## src/rtl/ro_meas_ctrl.sv

```systemverilog
// Ring-oscillator measurement sequencer: enables one oscillator, lets it settle,
// then counts synchronized rising edges of its divided output over a CLK window.
module ro_meas_ctrl #(
  parameter int N_RO       = 8,
  parameter int SEL_W      = 3,
  parameter int CNT_W      = 20,
  parameter int WIN_W      = 16,
  parameter int SETTLE_CYC = 8
) (
  input  logic             CLK,
  input  logic             RESET_B,
  input  logic             START,
  input  logic [SEL_W-1:0] RO_SEL,
  input  logic [WIN_W-1:0] WINDOW,
  input  logic [N_RO-1:0]  RO_DIV,
  output logic [N_RO-1:0]  RO_EN,
  output logic             BUSY,
  output logic [CNT_W-1:0] COUNT,
  output logic             OVF,
  output logic             SEL_ERR,
  output logic             VALID,
  input  logic             READY
);

  localparam int ST_W = $clog2(SETTLE_CYC + 1);

  typedef enum logic [1:0] {
    S_IDLE,
    S_SETTLE,
    S_MEASURE,
    S_DONE
  } state_t;

  // An all-zero result doubles as the out-of-range indication.
  function automatic logic [N_RO-1:0] sel_onehot(input logic [SEL_W-1:0] sel);
    logic [N_RO-1:0] oh;
    oh = '0;
    for (int i = 0; i < N_RO; i++) begin
      if (sel == SEL_W'(i)) oh[i] = 1'b1;
    end
    return oh;
  endfunction

  // Returns {overflow_attempted, next_count}; the count sticks at all-ones.
  function automatic logic [CNT_W:0] sat_inc(input logic [CNT_W-1:0] c);
    if (&c) return {1'b1, c};
    return {1'b0, c + CNT_W'(1)};
  endfunction

  state_t           state_q, state_d;
  logic [SEL_W-1:0] sel_q, sel_d;
  logic [WIN_W-1:0] win_q, win_d;
  logic [WIN_W-1:0] wcnt_q, wcnt_d;
  logic [ST_W-1:0]  settle_q, settle_d;
  logic [CNT_W-1:0] cnt_q, cnt_d;
  logic             ovf_q, ovf_d;
  logic             sel_err_q, sel_err_d;
  logic [N_RO-1:0]  ro_en_q, ro_en_d;

  logic [N_RO-1:0]  ro_sync_p0, ro_sync_p1;
  logic             ro_prev_p2, ro_prev_d;

  logic [N_RO-1:0]  req_oh;
  logic             sync_sel;
  logic [CNT_W:0]   inc;

  // Stage p0/p1: two-flop synchronizer on every divided oscillator output
  always_ff @(posedge CLK or negedge RESET_B) begin
    if (!RESET_B) begin
      ro_sync_p0 <= '0;
      ro_sync_p1 <= '0;
    end else begin
      ro_sync_p0 <= RO_DIV;
      ro_sync_p1 <= ro_sync_p0;
    end
  end

  assign req_oh   = sel_onehot(RO_SEL);
  assign sync_sel = |(ro_sync_p1 & sel_onehot(sel_q));
  assign inc      = sat_inc(cnt_q);

  // Stage p2: edge-detect history and sequencer state
  always_ff @(posedge CLK or negedge RESET_B) begin
    if (!RESET_B) begin
      state_q    <= S_IDLE;
      sel_q      <= '0;
      win_q      <= '0;
      wcnt_q     <= '0;
      settle_q   <= '0;
      cnt_q      <= '0;
      ovf_q      <= 1'b0;
      sel_err_q  <= 1'b0;
      ro_en_q    <= '0;
      ro_prev_p2 <= 1'b0;
    end else begin
      state_q    <= state_d;
      sel_q      <= sel_d;
      win_q      <= win_d;
      wcnt_q     <= wcnt_d;
      settle_q   <= settle_d;
      cnt_q      <= cnt_d;
      ovf_q      <= ovf_d;
      sel_err_q  <= sel_err_d;
      ro_en_q    <= ro_en_d;
      ro_prev_p2 <= ro_prev_d;
    end
  end

  always_comb begin
    state_d   = state_q;
    sel_d     = sel_q;
    win_d     = win_q;
    wcnt_d    = wcnt_q;
    settle_d  = settle_q;
    cnt_d     = cnt_q;
    ovf_d     = ovf_q;
    sel_err_d = sel_err_q;
    ro_en_d   = ro_en_q;
    ro_prev_d = ro_prev_p2;
    case (state_q)
      S_IDLE: begin
        if (START) begin
          state_d   = S_SETTLE;
          sel_d     = RO_SEL;
          win_d     = WINDOW;
          settle_d  = '0;
          cnt_d     = '0;
          ovf_d     = 1'b0;
          sel_err_d = (req_oh == '0);
          ro_en_d   = req_oh;
        end
      end
      S_SETTLE: begin
        if (settle_q == ST_W'(SETTLE_CYC)) begin
          // Seed the history so a level already high is not counted as an edge.
          ro_prev_d = sync_sel;
          wcnt_d    = '0;
          if (win_q == '0) begin
            state_d = S_DONE;
            ro_en_d = '0;
          end else begin
            state_d = S_MEASURE;
          end
        end else begin
          settle_d = settle_q + ST_W'(1);
        end
      end
      S_MEASURE: begin
        ro_prev_d = sync_sel;
        if (sync_sel && !ro_prev_p2) begin
          cnt_d = inc[CNT_W-1:0];
          ovf_d = ovf_q | inc[CNT_W];
        end
        wcnt_d = wcnt_q + WIN_W'(1);
        if (wcnt_q == win_q - WIN_W'(1)) begin
          state_d = S_DONE;
          ro_en_d = '0;
        end
      end
      S_DONE: begin
        if (READY) state_d = S_IDLE;
      end
      default: state_d = S_IDLE;
    endcase
  end

  assign RO_EN   = ro_en_q;
  assign BUSY    = (state_q != S_IDLE);
  assign COUNT   = cnt_q;
  assign OVF     = ovf_q;
  assign SEL_ERR = sel_err_q;
  assign VALID   = (state_q == S_DONE);

endmodule

```

## config.mk

```make
export PLATFORM = sky130hd
export DESIGN_NAME = ro_meas_ctrl
export DESIGN_NICKNAME = d
export VERILOG_FILES = /design/src/rtl/ro_meas_ctrl.sv
export SDC_FILE = /design/constraint.sdc
export NUM_CORES = 1
export LEC_CHECK = 0
export CORE_MARGIN = 8
export CORE_UTILIZATION = 50
export CTS_CLUSTER_DIAMETER = 40
export DETAILED_ROUTE_END_ITERATION = 8
export PLACE_DENSITY = 0.81
export SKIP_CTS_REPAIR_TIMING = 1
export SLEW_MARGIN = 20
export SYNTH_ARGS = -nofsm -noshare
export SYNTH_HDL_FRONTEND = slang
export SYNTH_SLANG_ARGS = --single-unit
```

## constraint.sdc

```tcl
create_clock -name CLK -period 3.4 [get_ports CLK]
set_input_delay 0.51 -clock CLK [delete_from_list [all_inputs] [get_ports CLK]]
set_output_delay 0.51 -clock CLK [all_outputs]
set_load 0.05 [all_outputs]
```

# Yosys cells after proc, flatten, opt, wreduce, memory -nomap -nowiden
# Index checks and enable logic that the tools add are counted.
[op_classes]
bitwise_logic = 2
reduce_logical = 21
n_addsub = 4
eq_ne = 27
mux = 43
[op_table]
columns = ["op", "n"]
rows = [
  ["$mux 21", 2],
  ["$mux 20", 2],
  ["$pmux 20 s2", 1],
  ["$mux 8", 4],
  ["$pmux 16 s2", 1],
  ["$eq 3x3->1 const B", 8],
  ["$pmux 8 s3", 1],
  ["$mux 1", 21],
  ["$add 20x1->20 const B", 1],
  ["$reduce_and 20->1", 1],
  ["$add 16x1->16 const B", 1],
  ["$eq 16x16->1", 1],
  ["$logic_not 16->1", 1],
  ["$mux 16", 1],
  ["$sub 16x1->16 const B", 1],
  ["$eq 3x2->1 const B", 4],
  ["$ne 2x2->1 const B", 6],
  ["$and 8x8->8", 1],
  ["$logic_not 8->1", 1],
  ["$mux 2", 4],
  ["$mux 4", 2],
  ["$pmux 2 s4", 1],
  ["$pmux 4 s2", 1],
  ["$reduce_and 4->1", 2],
  ["other kinds (19)", 28],
]
[totals]
wordCells = 109
in_bits = 31
regBits = 88
output_inout_bits = 32

# Logic depth before layout (Yosys ltp)
# Gate-level depths: netlist of run 1.
[logic_depth]
word_depth = 7
ltp_mapped = 11
depth_no_buf = 10

# Worst setup path before layout of run 1
# OpenSTA, ideal clock, no wires.
[synth_timing]
kind = "reg-to-reg"
from = "reg win_q[3]"
to = "reg ro_en_q[0] (netlist: RO_EN[0])"
path_buffers = 1
setup_slack_ps = 275
arrival_ps = 3000
t_required_ps = 3275
stages_incl_launch_ff = 10
setup_ps = 125
path_cell_list = "dfrtp_1 > buf_6 > or4_4 > nor3_4 > mux2_2 > a21o_1 > a2111oi_4 > a31oi_2 > a211oi_4 > mux2_2"
[synth_via]
elab_chain_cells = 4
[synth_rtl]
columns = ["element", "line", "text"]
rows = [
  ["start: declaration", "52", "logic [WIN_W-1:0] win_q, win_d;"],
  ["start signal: assignment", "98", "win_q <= win_d;"],
  ["$sub 16x1->16", "155", "if (wcnt_q == win_q - WIN_W'(1)) begin"],
  ["$eq 16x16->1", "155", ""],
  ["$ne 2x2->1 (no line)", "-", ""],
  ["$reduce_and 5->1 (no line) (*)", "-", ""],
  ["end signal: assignment", "104", "ro_en_q <= ro_en_d;"],
  ["end: declaration", "58", "logic [N_RO-1:0] ro_en_q, ro_en_d;"],
]
# Mark *: on every way between the ends. The rest lies on a longest branch, timed or not.
# A chain may end at the register's enable or synchronous reset.

# Worst setup path in the final report of run 1
[layout_timing]
from = "reg win_q[4]"
to = "reg ro_en_q[4] (netlist: RO_EN[4])"
# Same word-level chain as after synthesis.

==> results of run 1 <==
==> power by group <==
group | switching, mW | internal, mW | total [mW]
clock network | 0.436 | 0.298 | 0.733
logic | 1.02 | 0.837 | 1.86
registers | 0.282 | 1.29 | 1.57
total | 1.74 | 2.42 | 4.16
==> cell families after synthesis <==
logic type | after synthesis | share of synthesized area, %
flip-flops | 88 | 48.6
adder cells (fa/ha/maj) | 11 | 3.04
buffers and inverters | 30 | 2.65
AND/OR/NAND/NOR | 176 | 19.6
AO/OA/AOI/OAI | 47 | 7.62
multiplexers | 40 | 10.2
XOR/XNOR | 43 | 8.31
==> layout make-up <==
type	instances	area, um^2	area share [%]
tap	108	135	2.44
clock buffer	9	124	2.24
multi-input combinational	317	2210	39.9
clock inverter	7	88.8	1.61
timing repair buffer	74	721	13.0
sequential	88	2200	39.8
inverter	14	52.6	0.950
==> worst min-delay path by stage <==
stage             startpoint            end  depth (start not counted)
2_1_floorplan        RESET_B       COUNT[0]                          0
3_3_place_gp   ro_sync_p0[5]  ro_sync_p1[5]                          0
3_5_place_dp   ro_sync_p0[1]  ro_sync_p1[1]                          0
4_1_cts              RESET_B      wcnt_q[6]                          1
5_1_grt              RESET_B       sel_q[1]                          1
6_report             RESET_B      wcnt_q[6]                          1
==> critical path, stage by stage, from the launching register on <==
cell	delay (ns)
sky130_fd_sc_hd__dfrtp_1	0.45
sky130_fd_sc_hd__or4_4	0.58
sky130_fd_sc_hd__nor3_4	0.23
sky130_fd_sc_hd__mux2_2	0.36
sky130_fd_sc_hd__a21o_1	0.18
sky130_fd_sc_hd__a2111oi_4	0.32
sky130_fd_sc_hd__a31oi_2	0.20
sky130_fd_sc_hd__a211oi_4	0.24
sky130_fd_sc_hd__buf_12	0.16
sky130_fd_sc_hd__mux2_2	0.33
==> per-stage QoR <==
step | total power [mW] | hold slack (ns) | utilization [%] | worst slack (ns)
finish | 4.16 | 0.115 | 63.1 | 0.243
global route | 4.45 | 0.148 | 63.1 | 0.0768
CTS | 4.14 | 0.135 | 62.9 | 0.0947
detailed placement | 3.39 | 0.335 | 60.5 | 0.106
global placement | 3.34 | 0.334 | 60.5 | 0.194
floorplan | 2.86 | 0.214 | - | 0.275
==> registers in the layout, indices dropped and copies added (netlist names) <==
register / cells
settle_q: 4
OVF: 1
ro_sync_p0: 8
COUNT: 20
RO_EN: 8
SEL_ERR: 1
wcnt_q: 16
state_q: 2
win_q: 16
ro_prev_p2: 1
sel_q: 3
ro_sync_p1: 8
==> cell usage after synthesis, drive strengths merged, types with 2 or more instances <==
library cell | n | share of area (%)
a21oi | 10 | 1.1
nor2 | 57 | 4.7
nand2 | 28 | 2.3
clkbuf | 13 | 1.1
o21ai | 13 | 1.4
nor3 | 18 | 2.2
and2 | 4 | 0.55
o22ai | 3 | 0.41
mux4 | 2 | 0.99
a32o | 2 | 0.44
nor3b | 2 | 0.33
nand4 | 13 | 1.8
nand3b | 3 | 0.50
nor2b | 5 | 0.69
nor4 | 7 | 1.1
ha | 11 | 3.0
inv | 14 | 1.2
xor2 | 20 | 3.9
nand3 | 15 | 1.7
a211oi | 2 | 0.61
nand2b | 6 | 0.83
o211ai | 2 | 0.33
or4 | 3 | 0.58
o31ai | 2 | 0.33
buf | 3 | 0.41
and3 | 11 | 1.5
dfrtp | 88 | 49
mux2i | 8 | 1.8
a21o | 4 | 0.66
mux2 | 30 | 7.5
a31oi | 2 | 0.41
xnor2 | 23 | 4.4
==> per-layer routing <==
layer	track usage, %	part of all wire [%]
met1	19.6	43
met2	26.9	50
met3	5.95	6.2
met4	4.89	1.0
met5	0	0
==> metrics.txt, run 1 <==
# TYPE chip_impl_metric gauge
chip_impl_metric{name="dp.final_hpwl",unit="mm"} 7.49
chip_impl_info{name="most-common-layout-cells",value="sky130_fd_sc_hd__dfrtp_1 (88), sky130_fd_sc_hd__clkdlybuf4s50_1 (61), sky130_fd_sc_hd__nor2_1 (57)"} 1
chip_impl_metric{name="cells_after_synth",unit=""} 435
chip_impl_metric{name="die_height",unit="um"} 111
chip_impl_metric{name="grt-ovfl-total",unit=""} 0
chip_impl_info{name="cts.root.buffer_cell",value="sky130_fd_sc_hd__clkbuf_8"} 1
chip_impl_metric{name="max-slew-margin-rel",unit="%"} 54.4
chip_impl_metric{name="layout-area-overhead-vs-synth",unit="%"} 22.1
chip_impl_metric{name="synthArstFlopShare",unit="%"} 100
chip_impl_info{name="ys_dominant_reg_cell",value="sky130_fd_sc_hd__dfrtp_1"} 1
chip_impl_metric{name="finish.cell_count_without_fillers",unit=""} 617
chip_impl_metric{name="globalRouteTotalUtil",unit="%"} 16.4
chip_impl_metric{name="p_leak",unit="nW"} 2.40
chip_impl_metric{name="finalInstanceArea",unit="um^2"} 5530
chip_impl_metric{name="synth_seq_area_share",unit="%"} 48.6
chip_impl_metric{name="skew",unit="ns"} 0.0139
chip_impl_metric{name="drt_first_iter_violations",unit=""} 143
chip_impl_metric{name="grt_max_degree",unit=""} 43
chip_impl_metric{name="post_synthesis_net_count",unit=""} 477
chip_impl_metric{name="gp_routability_congestion",unit=""} 0.816
chip_impl_metric{name="width_of_the_chip",unit="um"} 111
chip_impl_metric{name="worst_skew_pair.late_latency",unit="ns"} 0.37
chip_impl_metric{name="worst-slew-pin-transition",unit="ns"} 0.681
chip_impl_info{name="tritoncts",value="built"} 1
chip_impl_metric{name="post_route_cells_drive_above_1_share",unit="%"} 13.2
chip_impl_metric{name="final.setup.tns",unit="ns"} 0
chip_impl_metric{name="vdd.ir_drop.worst",unit="V"} 0.000360
chip_impl_metric{name="clk_pin_slew_worst_paths",unit="ns"} 0.11
chip_impl_metric{name="vias",unit=""} 3474
chip_impl_metric{name="synth.lib_cells_used.distinct",unit=""} 49
chip_impl_metric{name="syn-cell-area",unit="um^2"} 4530
chip_impl_info{name="critical_path.reg2reg.startpoint",value="win_q[4]"} 1
chip_impl_metric{name="routed_wirelength",unit="mm"} 10.0
chip_impl_metric{name="drt-wirelength-per-cell",unit="um"} 16.3
chip_impl_metric{name="power_per_cell_area",unit="nW/um^2"} 753
chip_impl_metric{name="clock_tree.htree_level_count",unit=""} 3
chip_impl_metric{name="global_route_wire_length_before_repair",unit="mm"} 17.0
chip_impl_metric{name="dr_pass1_iterations",unit=""} 4
chip_impl_metric{name="post_synth_edffs",unit=""} 0
chip_impl_metric{name="via_count_of_the_first_global_routing_pass",unit=""} 3569
chip_impl_metric{name="route.antenna.remaining_nets",unit=""} 0
chip_impl_info{name="start_kind",value="flop"} 1
chip_impl_info{name="critical_path_startpoint",value="win_q[4]"} 1
chip_impl_metric{name="cp.arrival",unit="ns"} 3.41
chip_impl_metric{name="antenna_violations_before_repair",unit=""} 0
chip_impl_metric{name="antenna-diode-count",unit=""} 0
chip_impl_metric{name="fill_cell_count",unit=""} 666
chip_impl_info{name="setup.worst_path.end_class",value="flop"} 1
chip_impl_metric{name="regToRegSetupSlack",unit="ns"} 0.24
chip_impl_info{name="timing.critical_path.to",value="RO_EN[4]"} 1
chip_impl_metric{name="max_freq",unit="MHz"} 317
chip_impl_metric{name="timing.max_cap.violations",unit=""} 0
chip_impl_metric{name="final-setup-viol-count",unit=""} 0
chip_impl_metric{name="timing_max_transition_violations_final",unit=""} 0
chip_impl_metric{name="die_area",unit="um^2"} 12400
chip_impl_metric{name="cts.sinks",unit=""} 88
chip_impl_metric{name="syn-mean-instance-area",unit="um^2"} 10.4
chip_impl_metric{name="post-route-period-util",unit="%"} 92.8
chip_impl_metric{name="r2r.worst_path.cells",unit=""} 9
chip_impl_metric{name="post-route-min-period",unit="ns"} 3.16
chip_impl_metric{name="fp.coreArea",unit="um^2"} 8760
chip_impl_metric{name="num_rows",unit=""} 34
chip_impl_metric{name="drt-vias-per-instance",unit=""} 5.63
chip_impl_metric{name="placed_cell_area",unit="um^2"} 5300
chip_impl_metric{name="cts_buffer_depth",unit=""} 2
chip_impl_metric{name="port_buffers",unit=""} 62
chip_impl_info{name="status",value="complete, no violations"} 1
chip_impl_metric{name="crit_fanout",unit=""} 8
chip_impl_info{name="worst_hold_path_type",value="in2async"} 1
chip_impl_metric{name="layout.nets",unit=""} 546
chip_impl_info{name="worstSetupPathType",value="reg2reg"} 1
chip_impl_metric{name="critical_path_required",unit="ns"} 3.65
chip_impl_info{name="worstReg2RegEnd",value="RO_EN[4]"} 1
chip_impl_metric{name="place_inst",unit=""} 600
chip_impl_metric{name="yosysWarningCount",unit=""} 0
chip_impl_metric{name="boundaryPins",unit=""} 63
chip_impl_info{name="commonest_non_fill_non_tap_cell_in_the_layout",value="sky130_fd_sc_hd__dfrtp_1"} 1
chip_impl_metric{name="tritoncts.num_buffers",unit=""} 9
chip_impl_metric{name="final_hold_viol_count",unit=""} 0
chip_impl_metric{name="post-route-drc-count",unit=""} 0
chip_impl_metric{name="initial_utilization",unit="%"} 51.7
chip_impl_info{name="unrepaired_setup_endpoints_after_global_routing",value="no"} 1
chip_impl_metric{name="ys_ff_latch",unit=""} 88
No activity file was read; power rests on OpenSTA's default activity.
==> run 2, diff against run 1 <==
--- a/config.mk
+++ b/config.mk
@@ -7,7 +7,7 @@
 export LEC_CHECK = 0
 export CORE_MARGIN = 8
 export CORE_UTILIZATION = 50
-export CTS_CLUSTER_DIAMETER = 40
+export CTS_CLUSTER_DIAMETER = 60
 export DETAILED_ROUTE_END_ITERATION = 8
 export PLACE_DENSITY = 0.81
 export SKIP_CTS_REPAIR_TIMING = 1
==> results of run 2 <==
The final DEF is identical to that of run 1; final timing and power are the same.
==> run 3, diff against run 2 <==
--- a/config.mk
+++ b/config.mk
@@ -7,7 +7,8 @@
 export LEC_CHECK = 0
 export CORE_MARGIN = 8
 export CORE_UTILIZATION = 50
-export CTS_CLUSTER_DIAMETER = 60
+export CTS_CLUSTER_DIAMETER = 40
+export CTS_CLUSTER_SIZE = 30
 export DETAILED_ROUTE_END_ITERATION = 8
 export PLACE_DENSITY = 0.81
 export SKIP_CTS_REPAIR_TIMING = 1
==> results of run 3 <==
The final DEF is identical to that of run 1; final timing and power are the same.
==> variant 1, RTL diff (settings of run 2) <==
Re-encode `state_t` (4 states) as one-hot, 4 bits wide.
--- a/src/rtl/ro_meas_ctrl.sv
+++ b/src/rtl/ro_meas_ctrl.sv
@@ -24,11 +24,11 @@
 
   localparam int ST_W = $clog2(SETTLE_CYC + 1);
 
-  typedef enum logic [1:0] {
-    S_IDLE,
-    S_SETTLE,
-    S_MEASURE,
-    S_DONE
+  typedef enum logic [3:0] {
+    S_IDLE    = 4'b0001,
+    S_SETTLE  = 4'b0010,
+    S_MEASURE = 4'b0100,
+    S_DONE    = 4'b1000
   } state_t;
 
   // An all-zero result doubles as the out-of-range indication.
Formal check against the unedited RTL: no difference found for any inputs over 10 cycles, from zero or initial values and one cycle with RESET_B low; not proved beyond that.
==> variant 1 against run 2 <==
  * Synthesized area shrank 0.11%
  * Sequential cell count grew 2
  * Cell area shrank 1.2%
  * Routed wire length grew 9.9%
  * Synthesized cell count increased by 8.7%
  * Power decreased by 9.0%
  * Worst setup slack better by 0.42 ns
  * Critical path type unchanged
  * Critical endpoint is now RO_EN[1]
  * Largest cell class is now flip-flops and latches
  * Largest power group is now sequential cells
==> variant 1: results (changes against run 2) <==
[power_and_ir_drop] Clock group 735 µW [about the same]
[power_and_ir_drop] P_leak 0.00242 µW [+0.88%]
[outcome] run status finished, final reports clean
[worst_setup_path] critical path peak fanout 10 [+2]
[power_and_ir_drop] Power Internal 2170 µW [-10%]
[global_route] first-pass GRT wire length 18100 µm [+6.0%]
[place] pre-CTS setup slack 0.725 ns [+0.619 ns]
[final_layout] Non-CTS buffers 71 [-4.1%]
[place] placed cell count 634 [+5.7%]
[worst_setup_path] flop2flop setup slack 0.66 ns [+0.42 ns]
[final_layout] footprint of the multi-input gates 2150 µm² [-2.6%]
[worst_setup_path] crit-path leading delay family simple AND/OR/NAND/NOR gates
[place] gpl congestion 0.877 [+7.5%]
[final_layout] clock network share of area 3.66% [-0.18 points]
[global_route] Overall Global Routing Usage 17.5% [+1.1 points]
[final_layout] area growth from synthesis to layout 20.7%
[logic_synthesis] sequential area share after synthesis 49.8% [+1.2 points]
[logic_synthesis] Post-Synthesis Net Count 509 [+6.7%]
[logic_synthesis] most used standard cells in the synthesized netlist sky130_fd_sc_hd__nand2_1 (95), sky130_fd_sc_hd__dfrtp_1 (89), sky130_fd_sc_hd__nor2_1 (31)
[final_layout] nonclk inv count 10 [-4]
[final_layout] Final non-clock buffer share 12.6% [-0.48 points]
[worst_setup_path] Critical path buffers and inverters 0 [-1]
[logic_synthesis] synthesized area divided by synthesized cell count 9.57 µm² [-8.1%]
[timing] final worst clock skew 0.00836 ns [-0.00555 ns]
[final_layout] fraction of final layout cells sized beyond drive strength 1 7.75% [-5.4 points]
variant 1: changes by cell type in the layout (fill, tap and decap cells not counted), moves of 8 or more:
cell                      delta
sky130_fd_sc_hd__xnor2_1    -13
sky130_fd_sc_hd__mux2_2     -27
sky130_fd_sc_hd__nand2_1    +67
sky130_fd_sc_hd__nor2_1     -26
sky130_fd_sc_hd__o21ai_0    +17
sky130_fd_sc_hd__nand3_1     +8
variant 1: cell families (layout without fill, tap and decap cells):
kind of cell | after synthesis | after routing | share of synthesized area, %
buffers and inverters | 28 | 97 | 2.82
AO/OA/AOI/OAI | 78 | 78 | 11.7
flip-flops | 90 | 90 | 49.8
AND/OR/NAND/NOR | 234 | 234 | 26.0
XOR/XNOR | 27 | 27 | 5.23
multiplexers | 11 | 11 | 3.07
adder cells (fa/ha/maj) | 5 | 5 | 1.38
variant 1: layer usage:
metal,wire [µm],vias up,global-route usage (%)
met5,0,-,0
met4,117,0,4.89
met3,810,15,4.38
met2,5160,149,27.8
met1,4950,1831,23.0
li1,-,1809,-
==> variant 2, RTL diff (flow settings as in run 2) <==
Made on the original files. `SEL_W`: 3 -> 2.
--- a/src/rtl/ro_meas_ctrl.sv
+++ b/src/rtl/ro_meas_ctrl.sv
@@ -2,7 +2,7 @@
 // then counts synchronized rising edges of its divided output over a CLK window.
 module ro_meas_ctrl #(
   parameter int N_RO       = 8,
-  parameter int SEL_W      = 3,
+  parameter int SEL_W      = 2,
   parameter int CNT_W      = 20,
   parameter int WIN_W      = 16,
   parameter int SETTLE_CYC = 8
Ports: changed (resized RO_SEL); port bits go from 63 to 62. No check against the original RTL was run, so the function may have changed too.
==> variant 2 against run 2 <==
  * Clock power up 1%
  * Largest power group unchanged
  * Cell count down 2.6%
  * Power down 5.9%
  * Routed wire length down 3.0%
  * Highest routed layer unchanged
  * Cell area down 3.6%
  * Non-clock buffer count down 8
  * Worst setup slack better by 0.22 ns
  * Combinational power down 11%
  * Synthesized area down 2.1%
  * Sequential cell count down 5
  * Synthesized cell count down 1.8%
==> variant 2: results (changes against run 2) <==
[worst_setup_path] flop2flop setup slack 0.47 ns [+0.22 ns]
[global_route] largest net degree at the start of global routing 84 [+95%]
[detailed_routing] Final Routed Wirelength 9740 µm [-3.0%]
[final_layout] Post-layout nets 529 [-3.1%]
[logic_synthesis] Post-Synthesis Net Count 468 [-1.9%]
[timing] final worst clock skew 0.0134 ns [-0.000504 ns]
[logic_synthesis] most used standard cells in the synthesized netlist sky130_fd_sc_hd__dfrtp_1 (83), sky130_fd_sc_hd__nor2_1 (45), sky130_fd_sc_hd__xnor2_1 (27)
[global_route] vias in the first global route 3376 [-5.4%]
[place] DP Wirelength 7060 µm [-5.8%]
[worst_setup_path] Crit-path slowest cell sky130_fd_sc_hd__dfrtp_1
[timing] worst hold slack after final layout 0.207 ns [+0.0917 ns]
[outcome] run status finished, final reports clean
[logic_synthesis] most area-consuming cells after synthesis sky130_fd_sc_hd__dfrtp_1 (47%), sky130_fd_sc_hd__mux2_2 (5.8%), sky130_fd_sc_hd__xnor2_1 (5.3%), sky130_fd_sc_hd__nor2_1 (3.8%), sky130_fd_sc_hd__xor2_1 (3.2%)
[clocking] clock transition at the registers of the reported paths 0.09 ns [-0.02 ns]
[timing] Final period util 86.3% [-6.6 points]
[worst_setup_path] FF-to-FF End RO_EN[6]
[power_and_ir_drop] Switching Power 1630 µW [-6.7%]
[detailed_routing] detailed-router iteration count before antenna repair 5 [+1]
[worst_setup_path] beginning of the worst register-to-register path win_q[0]
[global_route] first-pass GRT wire length 16300 µm [-4.3%]
[detailed_routing] Routed met3 length 499 µm [-20%]
[global_route] Overall Global Routing Usage 16.8% [+0.39 points]
[final_layout] fin cells 601 [-2.6%]
[logic_synthesis] number of unique standard cell types used by synthesis 56 [+14%]
[logic_synthesis] sequential area share after synthesis 46.8% [-1.8 points]
==> variant 2: power groups by stage <==
stage / logic [µW] / clock network [µW] / registers, µW
finish: 1660 / 741 / 1520
global route: 1810 / 798 / 1560
CTS: 1660 / 761 / 1510
detailed placement: 1650 / 0 / 1530
global placement: 1600 / 0 / 1510
floorplan: 1250 / 0 / 1530
==> variant 2: cell type report <==
cell class	count	area (µm²)
repair buffers	66	649
multi-input cells	307	2180
fillers	732	3350
clock buffers	10	138
inverters	21	78.8
flip-flops and latches	83	2080
clock inverters	6	71.3
well taps	108	135
==> variant 2: cells by family after synthesis <==
kind of cell / after synthesis / share of synthesized area, %
compound gates: 63 / 9.73
xor+xnor: 43 / 8.49
fa+ha+maj: 11 / 3.10
buf+inv: 37 / 4.01
flops: 83 / 46.8
mux: 25 / 6.57
simple gates: 165 / 21.3
==> variant 2: routing by layer <==
layer,track usage (%),vias to the layer above
met4,5.90,0
met3,3.14,9
li1,-,1644
met1,21.8,1677
met2,27.5,87
met5,0,-
